File: src/rtl/traffic_pkg.sv
`default_nettype none
// ============================================================================
//  Module      : traffic_pkg
//  Description : Shared definitions for the intersection sequencer: lamp
//                color codes, phase state encoding, default phase durations
//                and lamp-decode helpers.
//  Revision    : 1.0 - initial release
// ============================================================================
package traffic_pkg;

  // Lamp color codes
  localparam logic [2:0] COLOR_RED    = 3'b000;
  localparam logic [2:0] COLOR_GREEN  = 3'b001;
  localparam logic [2:0] COLOR_YELLOW = 3'b010;

  // Default phase durations, in clock cycles
  localparam int DEF_MAIN_MIN   = 8;
  localparam int DEF_SIDE_GREEN = 6;
  localparam int DEF_YELLOW     = 3;
  localparam int DEF_ALLRED     = 2;
  localparam int DEF_WALK       = 4;

  // Phase timer width; wide enough for any duration up to 256 cycles
  localparam int TMR_W = 8;

  // Phase state encoding; 3'd7 is unencoded and recovers to ST_AR2
  typedef enum logic [2:0] {
    ST_MG  = 3'd0,
    ST_MY  = 3'd1,
    ST_AR1 = 3'd2,
    ST_SG  = 3'd3,
    ST_SY  = 3'd4,
    ST_AR2 = 3'd5,
    ST_PW  = 3'd6
  } state_e;

  function automatic logic [2:0] main_lamp(input state_e s);
    case (s)
      ST_MG:   main_lamp = COLOR_GREEN;
      ST_MY:   main_lamp = COLOR_YELLOW;
      default: main_lamp = COLOR_RED;
    endcase
  endfunction

  function automatic logic [2:0] side_lamp(input state_e s);
    case (s)
      ST_SG:   side_lamp = COLOR_GREEN;
      ST_SY:   side_lamp = COLOR_YELLOW;
      default: side_lamp = COLOR_RED;
    endcase
  endfunction

endpackage
`default_nettype wire

File: src/rtl/phase_timer.sv
`default_nettype none
// ============================================================================
//  Module      : phase_timer
//  Description : Loadable down-counter. Loads 'value' when 'load' is high,
//                otherwise decrements toward zero and holds at zero.
//                'done' flags the final cycle of the timed interval.
//  Revision    : 1.0 - initial release
//  Ports       : clk   - rising-edge clock
//                reset - synchronous active-high reset (loads RESET_VALUE)
//                load  - load strobe
//                value - value to load (duration - 1)
//                done  - counter is zero
// ============================================================================
module phase_timer #(
  parameter int               WIDTH       = 8,
  parameter logic [WIDTH-1:0] RESET_VALUE = '0
) (
  input  logic             clk,
  input  logic             reset,
  input  logic             load,
  input  logic [WIDTH-1:0] value,
  output logic             done
);

  logic [WIDTH-1:0] tmr_q;

  always_ff @(posedge clk) begin
    if (reset) begin
      tmr_q <= RESET_VALUE;
    end else if (load) begin
      tmr_q <= value;
    end else if (tmr_q != '0) begin
      tmr_q <= tmr_q - 1'b1;
    end
  end

  assign done = (tmr_q == '0);

endmodule
`default_nettype wire

File: src/rtl/intersection_sequencer.sv
`default_nettype none
// ============================================================================
//  Module      : intersection_sequencer
//  Description : Two-street traffic light controller with pedestrian phase.
//                Main street rests green; latched side-street or pedestrian
//                requests trigger a cycle through yellow, all-red, optional
//                walk, side green/yellow and all-red back to main green.
//  Revision    : 1.0 - initial release
//  Ports       : clk        - rising-edge clock
//                reset      - synchronous active-high reset
//                side_req   - side-street vehicle sensor (level or pulse)
//                ped_req    - pedestrian button (level or pulse)
//                main_color - main-street lamp code
//                side_color - side-street lamp code
//                walk       - pedestrian walk lamp
//                ped_ack    - one-cycle pulse at start of walk interval
// ============================================================================
module intersection_sequencer
  import traffic_pkg::*;
#(
  parameter int MAIN_MIN   = DEF_MAIN_MIN,
  parameter int SIDE_GREEN = DEF_SIDE_GREEN,
  parameter int YELLOW     = DEF_YELLOW,
  parameter int ALLRED     = DEF_ALLRED,
  parameter int WALK       = DEF_WALK
) (
  input  logic       clk,
  input  logic       reset,
  input  logic       side_req,
  input  logic       ped_req,
  output logic [2:0] main_color,
  output logic [2:0] side_color,
  output logic       walk,
  output logic       ped_ack
);

  // Timer load values are duration-1 so that tmr==0 is the last cycle
  localparam logic [TMR_W-1:0] c_main_load   = TMR_W'(MAIN_MIN - 1);
  localparam logic [TMR_W-1:0] c_side_load   = TMR_W'(SIDE_GREEN - 1);
  localparam logic [TMR_W-1:0] c_yellow_load = TMR_W'(YELLOW - 1);
  localparam logic [TMR_W-1:0] c_allred_load = TMR_W'(ALLRED - 1);
  localparam logic [TMR_W-1:0] c_walk_load   = TMR_W'(WALK - 1);

  state_e           state_q, state_d;
  logic             side_pend_q, side_pend_d;
  logic             ped_pend_q, ped_pend_d;
  logic [2:0]       main_color_q, side_color_q;
  logic             walk_q, ped_ack_q;
  logic             w_done;
  logic             w_adv;
  logic [TMR_W-1:0] w_load_val;

  phase_timer #(
    .WIDTH       (TMR_W),
    .RESET_VALUE (c_allred_load)
  ) u_timer (
    .clk   (clk),
    .reset (reset),
    .load  (w_adv),
    .value (w_load_val),
    .done  (w_done)
  );

  // Next-state logic; w_adv marks a state entry and reloads the timer
  always_comb begin
    state_d = state_q;
    w_adv   = 1'b0;
    case (state_q)
      ST_MG: begin
        // Main green rests indefinitely until a request is pending
        if (w_done && (side_pend_q || ped_pend_q)) begin
          w_adv   = 1'b1;
          state_d = ST_MY;
        end
      end
      ST_MY: begin
        if (w_done) begin
          w_adv   = 1'b1;
          state_d = ST_AR1;
        end
      end
      ST_AR1: begin
        if (w_done) begin
          w_adv   = 1'b1;
          state_d = ped_pend_q ? ST_PW : ST_SG;
        end
      end
      ST_PW: begin
        if (w_done) begin
          w_adv   = 1'b1;
          state_d = side_pend_q ? ST_SG : ST_AR2;
        end
      end
      ST_SG: begin
        if (w_done) begin
          w_adv   = 1'b1;
          state_d = ST_SY;
        end
      end
      ST_SY: begin
        if (w_done) begin
          w_adv   = 1'b1;
          state_d = ST_AR2;
        end
      end
      ST_AR2: begin
        if (w_done) begin
          w_adv   = 1'b1;
          state_d = ST_MG;
        end
      end
      default: begin
        // Unencoded state: recover through all-red clearance
        w_adv   = 1'b1;
        state_d = ST_AR2;
      end
    endcase
  end

  always_comb begin
    case (state_d)
      ST_MG:         w_load_val = c_main_load;
      ST_MY, ST_SY:  w_load_val = c_yellow_load;
      ST_SG:         w_load_val = c_side_load;
      ST_PW:         w_load_val = c_walk_load;
      default:       w_load_val = c_allred_load;
    endcase
  end

  // Pending requests latch every cycle; the clear on service entry
  // takes priority over a request arriving in the same cycle.
  always_comb begin
    side_pend_d = side_pend_q | side_req;
    ped_pend_d  = ped_pend_q | ped_req;
    if (w_adv && (state_d == ST_SG)) side_pend_d = 1'b0;
    if (w_adv && (state_d == ST_PW)) ped_pend_d  = 1'b0;
  end

  // Outputs are registered from the next state so that they are an exact
  // decode of the state register without an extra cycle of latency.
  always_ff @(posedge clk) begin
    if (reset) begin
      state_q      <= ST_AR2;
      side_pend_q  <= 1'b0;
      ped_pend_q   <= 1'b0;
      main_color_q <= COLOR_RED;
      side_color_q <= COLOR_RED;
      walk_q       <= 1'b0;
      ped_ack_q    <= 1'b0;
    end else begin
      state_q      <= state_d;
      side_pend_q  <= side_pend_d;
      ped_pend_q   <= ped_pend_d;
      main_color_q <= main_lamp(state_d);
      side_color_q <= side_lamp(state_d);
      walk_q       <= (state_d == ST_PW);
      ped_ack_q    <= w_adv && (state_d == ST_PW);
    end
  end

  assign main_color = main_color_q;
  assign side_color = side_color_q;
  assign walk       = walk_q;
  assign ped_ack    = ped_ack_q;

endmodule
`default_nettype wire

File: config.mk
export PLATFORM = sky130hd
export DESIGN_NAME = intersection_sequencer
export DESIGN_NICKNAME = d
export VERILOG_FILES = /design/src/rtl/traffic_pkg.sv /design/src/rtl/phase_timer.sv /design/src/rtl/intersection_sequencer.sv
export SDC_FILE = /design/constraint.sdc
export NUM_CORES = 1
export LEC_CHECK = 0
export ABC_AREA = 0
export CAP_MARGIN = 20
export CORE_ASPECT_RATIO = 0.7
export CORE_UTILIZATION = 34
export DETAILED_ROUTE_END_ITERATION = 10
export GPL_TIMING_DRIVEN = 0
export PLACE_DENSITY = 0.59
export SLEW_MARGIN = 20
export SYNTH_ARGS = -nofsm -noshare
export SYNTH_HDL_FRONTEND = slang
export SYNTH_SLANG_ARGS = --single-unit
File: constraint.sdc
create_clock -name clk -period 3.4 [get_ports clk]
set_input_delay 0.68 -clock clk [delete_from_list [all_inputs] [get_ports clk]]
set_output_delay 0.68 -clock clk [all_outputs]
set_load 0.005 [all_outputs]
# Yosys cells after proc, flatten, opt, wreduce, memory -nomap -nowiden
# Cells that the tools add are included.
# word_totals
reg_bits	21
input_bits	4
out_inout_bits	8
wordCells	52
# op_classes
addsub	1
eq_ne	10
mux	18
bitwise	2
n_reduce_logical	13
# ops
cell	n
$mux 3	9
$pmux 3 s7	1
$mux 8	2
$eq 3x3->1 const B	5
$pmux 3 s4	1
$eq 3x2->1 const B	3
$logic_not 8->1	1
$pmux 2 s2	2
$reduce_bool 8->1	1
$sub 8x1->8 const B	1
$eq 3x1->1 const B	2
$logic_not 3->1	2
$reduce_or 2->1	3
$reduce_or 6->1	1
$logic_and 1x1->1	3
$mux 1	2
$or 1x1->1	2
$pmux 1 s2	1
$reduce_bool 2->1	1
$logic_or 1x1->1	1

# Logic depth before layout (Yosys ltp)
# logic_depth
ltp_word	8
mapped_depth	8
depth_no_buf	7

# By module
# A second synthesis with hierarchy kept.
# unflattened
hier_cells	120
area_unflattened_um2	1091.0
# by_module_without_submodules
module	instances	cells_per_inst	area_each_um2	seq_area_each_um2
intersection_sequencer	1	69	633.1	220.2
phase_timer	1	51	457.9	160.2

# Worst setup path before layout
# No wires, ideal clock.
# synth_timing
path_kind	reg2reg
startpoint	reg u_timer.tmr_q[0]
endpoint	reg state_q[2]
setup_ps	123
arrival_ps	1655
t_required_ps	3277
setup_slack_ps	1622
stages_incl_launch_ff	8
path_buffers	1
cell_sequence	dfxtp_1 -> inv_1 -> ha_1 -> or3b_1 -> buf_2 -> nor3_1 -> o32ai_2 -> or2_2
# synth_via
elab_chain_cells	4
# synth_lines
item	line	source
start, declared	phase_timer.sv:25	logic [WIDTH-1:0] tmr_q;
start signal, assigned	phase_timer.sv:31	tmr_q <= value;
start signal, assigned	phase_timer.sv:33	tmr_q <= tmr_q - 1'b1;
$logic_not 8->1 *	phase_timer.sv:37	assign done = (tmr_q == '0);
$logic_and 1x1->1	intersection_sequencer.sv:71	if (w_done && (side_pend_q || ped_pend_q)) begin
$mux 3	intersection_sequencer.sv:71	
$pmux 3 s7 *	intersection_sequencer.sv:68	case (state_q)
end signal, assigned	intersection_sequencer.sv:151	state_q <= state_d;
end, declared	intersection_sequencer.sv:44	state_e state_q, state_d;
# Every way passes the cells marked *; elsewhere a longest branch is shown, timed or not.
# A chain may end at the register's enable or synchronous reset.

# Final worst setup path
# layout_timing
startpoint	reg u_timer.tmr_q[0]
endpoint	reg u_timer.tmr_q[1]
# layout_via
elab_chain_cells	8
# layout_lines
item	line	source
$logic_not 8->1	phase_timer.sv:37	
$logic_and 1x1->1	intersection_sequencer.sv:71	
$mux 3	intersection_sequencer.sv:71	
$pmux 3 s7	intersection_sequencer.sv:68	
$eq 3x3->1 or $eq 3x1->1 (tied branches)	intersection_sequencer.sv:121	case (state_d)
$reduce_or 2->1	intersection_sequencer.sv:121	
$pmux 3 s4	intersection_sequencer.sv:121	
$mux 8	phase_timer.sv:30	end else if (load) begin
# Parallel ways exist; a longest one is shown, timed or not. The select of a mux whose other input is x is not followed.

==> Implementation_results.wiki <==
{| class="wikitable"
! Metric !! Value
|-
| Die Outline Area || 3523 sq um
|-
| Core Box Area || 3148 sq um
|-
| Final hold violation count || 0
|-
| Endpoint required time on the critical path || 3.54 ns
|-
| Total global-route track usage || 16.09%
|-
| Global routing's busiest layer || met1
|-
| Run status || finished with violations
|-
| Post-synthesis sequential element count || 19
|-
| Netlist Area Pre-Place || 1117 sq um
|-
| Skew-Pair Late Insertion Delay || 0.26 ns
|-
| Cell Chain, Critical Path || inv_1 > ha_1 > or3b_1 > buf_2 > nor3_1 > o32ai_2 > mux2i_1 > o22ai_1
|-
| Worst clock skew || 0.003226 ns
|-
| Crit Reg-Reg Endpoint || u_timer.tmr_q[1]
|-
| Max-cap check violation count || 0
|-
| Power per Cell Area || 931.5 nW/um^2
|-
| Failing checks || design-rule violations
|-
| Most repeated cell in the gate-level netlist after synthesis || sky130_fd_sc_hd__dfxtp_1
|-
| Worst Setup Path Type || flip-flop to flip-flop
|-
| CTS hold repair buffers || 0
|-
| Logic depth of the worst setup path including buffers || 8
|-
| Met3 demand-to-capacity share in global routing || 4.908%
|-
| Number of cells on the worst reg-to-reg path || 8
|-
| Global-route met1 utilization || 23.83%
|-
| Clock tree root buffer cell || sky130_fd_sc_hd__clkbuf_8
|-
| Non-filler instance count after layout || 171
|-
| Final estimated routing congestion in global placement || 0.8217
|-
| Max-slew violation count || 0
|-
| Critical Path Source Type || flip-flop
|-
| Net count, final || 139
|-
| Worst slew slack as a fraction of its limit || 58.75%
|-
| Area contributors post-synth || sky130_fd_sc_hd__dfxtp_1 34%, sky130_fd_sc_hd__nor3_1 5.4%, sky130_fd_sc_hd__buf_6 4.0%
|-
| Number of buffer and inverter stages on the critical path || 2
|-
| Post-cts repair resize count || 0
|-
| Clock transition at the registers of the reported paths || 0.07 ns
|-
| Number of inserted diodes || 0
|-
| Lkg Pwr || 0.0004960 uW
|-
| Wire length of the first global-routing pass || 4.257 mm
|-
| Post-Synthesis Cells || 120
|-
| Upper clock frequency limit || 0.4752 GHz
|-
| Source of the worst register-to-register timing path || u_timer.tmr_q[0]
|-
| Clock buffers created by TritonCTS || 3
|-
| Synth Flop Type || sky130_fd_sc_hd__dfxtp_1
|-
| # placed instances || 167
|-
| Syn. warnings || 0
|-
| Area Growth Syn to Fin || 15.90%
|-
| Total global routing overflow || 0
|-
| Clock sinks || 19
|-
| CTS tree || done
|-
| Total number of H-tree levels || 1
|-
| Detail Route Antenna Nets || 0
|-
| Highest-delay cell along the critical path || sky130_fd_sc_hd__or3b_1
|-
| Sequential share of the synthesized area || 34.04%
|-
| Largest net degree at the start of global routing || 12
|-
| Period utilisation layout || 61.89%
|-
| Via density || 5.538
|-
| Arrival time worst endpoint || 2.24 ns
|-
| Setup repair bufs after CTS || 0
|-
| Worst hold path stage count || 2
|-
| CP top delay family || simple AND/OR/NAND/NOR gates
|-
| Share of Yosys cell area claimed by the top area cell type || 34.04%
|-
| Hold Path End || u_timer.tmr_q[0]
|-
| Number of iterations in the first detailed-routing pass || 7
|-
| Commonest cells in the netlist || 19 x sky130_fd_sc_hd__dfxtp_1, 12 x sky130_fd_sc_hd__nor3_1, 10 x sky130_fd_sc_hd__nor2_1, 6 x sky130_fd_sc_hd__inv_1, 5 x sky130_fd_sc_hd__nand2_1
|-
| Overall die height || 49.96 um
|-
| Flop2flop setup slack || 1.30 ns
|-
| Avg Inst Size Synth || 9.311 sq um
|-
| Setup violators final || 0
|-
| Max rail drop VDD || 0.3001 mV
|-
| Count of input and output buffers || 8
|-
| Endpoint class of the critical path || flip-flop
|-
| Fraction of met2 tracks used by global routing || 21.68%
|-
| Routed length per placed instance || 14.65 um
|-
| Final period demand of the worst path || 2.104 ns
|-
| DRC errors left || 2
|-
| Number of placed I/O pins || 12
|-
| Hold Path Class || flip-flop to flip-flop
|-
| Largest fanout on the critical path || 8
|-
| Count of cell types in the netlist || 51
|-
| Overall via count from detail_route || 947
|-
| Die extent in x || 70.52 um
|-
| Maximum clock path buffer count || 2
|-
| Effective utilization at floorplan || 35.49%
|-
| Setup repair after global routing missed its margin || no
|-
| Launch instance of the worst min-delay path || u_timer.tmr_q[0]
|-
| Site row count || 17
|-
| EDFF count, synth || 0
|-
| Asr flop ratio synth || 0%
|-
| Detailed placement HPWL || 1.807 mm
|-
| First-iteration detailed-routing DRC count || 137
|-
| TNS Setup || 0 ns
|-
| Max incr delay on CP || 0.35 ns
|-
| Vias in the first global route || 848
|-
| Aggregate routed wire length || 2.505 mm
|-
| Worst-Margin Slew || 0.6188 ns
|-
| Antenna violations before repair || 0
|-
| Cell accounting for the most synthesized area || sky130_fd_sc_hd__dfxtp_1
|-
| Share of post-route cells with drive strength above 1 || 21.05%
|}
## layout by cell type (no fill, tap or decap), types with 3 or more instances in the layout
master / instances
sky130_fd_sc_hd__dfxtp_1: 19
sky130_fd_sc_hd__inv_1: 6
sky130_fd_sc_hd__buf_6: 4
sky130_fd_sc_hd__clkdlybuf4s50_1: 8
sky130_fd_sc_hd__buf_4: 4
sky130_fd_sc_hd__o21ai_0: 3
sky130_fd_sc_hd__nor3_1: 12
sky130_fd_sc_hd__nand2_1: 5
sky130_fd_sc_hd__nor2_1: 10
sky130_fd_sc_hd__clkbuf_8: 3
sky130_fd_sc_hd__and2_1: 3
sky130_fd_sc_hd__xor2_1: 4
sky130_fd_sc_hd__a21oi_1: 4
sky130_fd_sc_hd__nand2b_1: 3
## how the worst max path moves through the flow
| stage | from | end | slack [ns] |
|---|---|---|---|
| 6_report | u_timer.tmr_q[0] | u_timer.tmr_q[1] | 1.30 |
| 2_1_floorplan | u_timer.tmr_q[0] | state_q[2] | 1.62 |
| 3_3_place_gp | u_timer.tmr_q[0] | u_timer.tmr_q[1] | 1.37 |
| 4_1_cts | u_timer.tmr_q[0] | u_timer.tmr_q[1] | 1.30 |
| 5_1_grt | u_timer.tmr_q[0] | u_timer.tmr_q[1] | 1.08 |
| 3_5_place_dp | u_timer.tmr_q[0] | u_timer.tmr_q[1] | 1.31 |
## per-stage QoR
step           setup WS, ns  power [uW]  utilization (%)  area, sq um  hold slack, ns
2_1_floorplan         1.622       893.7                -         1121          0.5133
3_3_place_gp          1.371        1024            39.67         1249          0.5593
3_5_place_dp          1.313        1036            39.67         1249          0.5665
4_1_cts               1.297        1203            41.14         1295          0.5873
5_1_grt               1.077        1298            41.14         1295          0.6189
6_report              1.296        1206            41.14         1295          0.5823
## flip-flops by register name (all words and copies together), names as in the netlist
register,count
state_q,3
u_timer.tmr_q,8
ped_pend_q,1
side_pend_q,1
main_color,2
side_color,2
walk,1
ped_ack,1
## kinds of logic (layout without fill, tap and decap cells)
logic type                 after synthesis  in the layout  share of synthesized area [%]
AOI/OAI and AO/OA                       30             30                          23.29
xor gates and xnor gates                 4              4                          3.135
adders and majority gates                1              1                          1.120
buffers and inverters                   16             28                          9.517
DFF                                     19             19                          34.04
muxes                                    3              3                          3.135
other                                    1              2                         0.3356
and+or+nand+nor                         46             46                          25.42
## worst register-to-register path, cell delays in order, from the launching register on
cell,delay (ns)
sky130_fd_sc_hd__dfxtp_1,0.33
sky130_fd_sc_hd__inv_1,0.09
sky130_fd_sc_hd__ha_1,0.22
sky130_fd_sc_hd__or3b_1,0.35
sky130_fd_sc_hd__buf_2,0.18
sky130_fd_sc_hd__nor3_1,0.27
sky130_fd_sc_hd__o32ai_2,0.16
sky130_fd_sc_hd__mux2i_1,0.26
sky130_fd_sc_hd__o22ai_1,0.13
## layout make-up
type	instances	area, sq um
repair buffers	8	80.08
clock buffers	3	41.29
clock inverters	1	5.005
inverters	6	22.52
well taps	38	47.55
plain buffers	10	83.83
flip-flops and latches	19	380.4
multi-input cells	86	634.4
fillers	311	1853
## per-layer routing
metal	up-vias	share of wire, %
met1	444	55
li1	463	-
met5	-	0
met4	0	1.0
met3	5	6.8
met2	35	37
## power breakdown
part / leakage [uW] / total (uW) / switching, uW / internal, uW
clock network: 0.0000255 / 164 / 81.7 / 81.8
logic: 0.000315 / 704 / 393 / 312
registers: 0.000155 / 338 / 58.9 / 280
total: 0.000496 / 1210 / 533 / 673
Power figures use the tool's default switching activity.
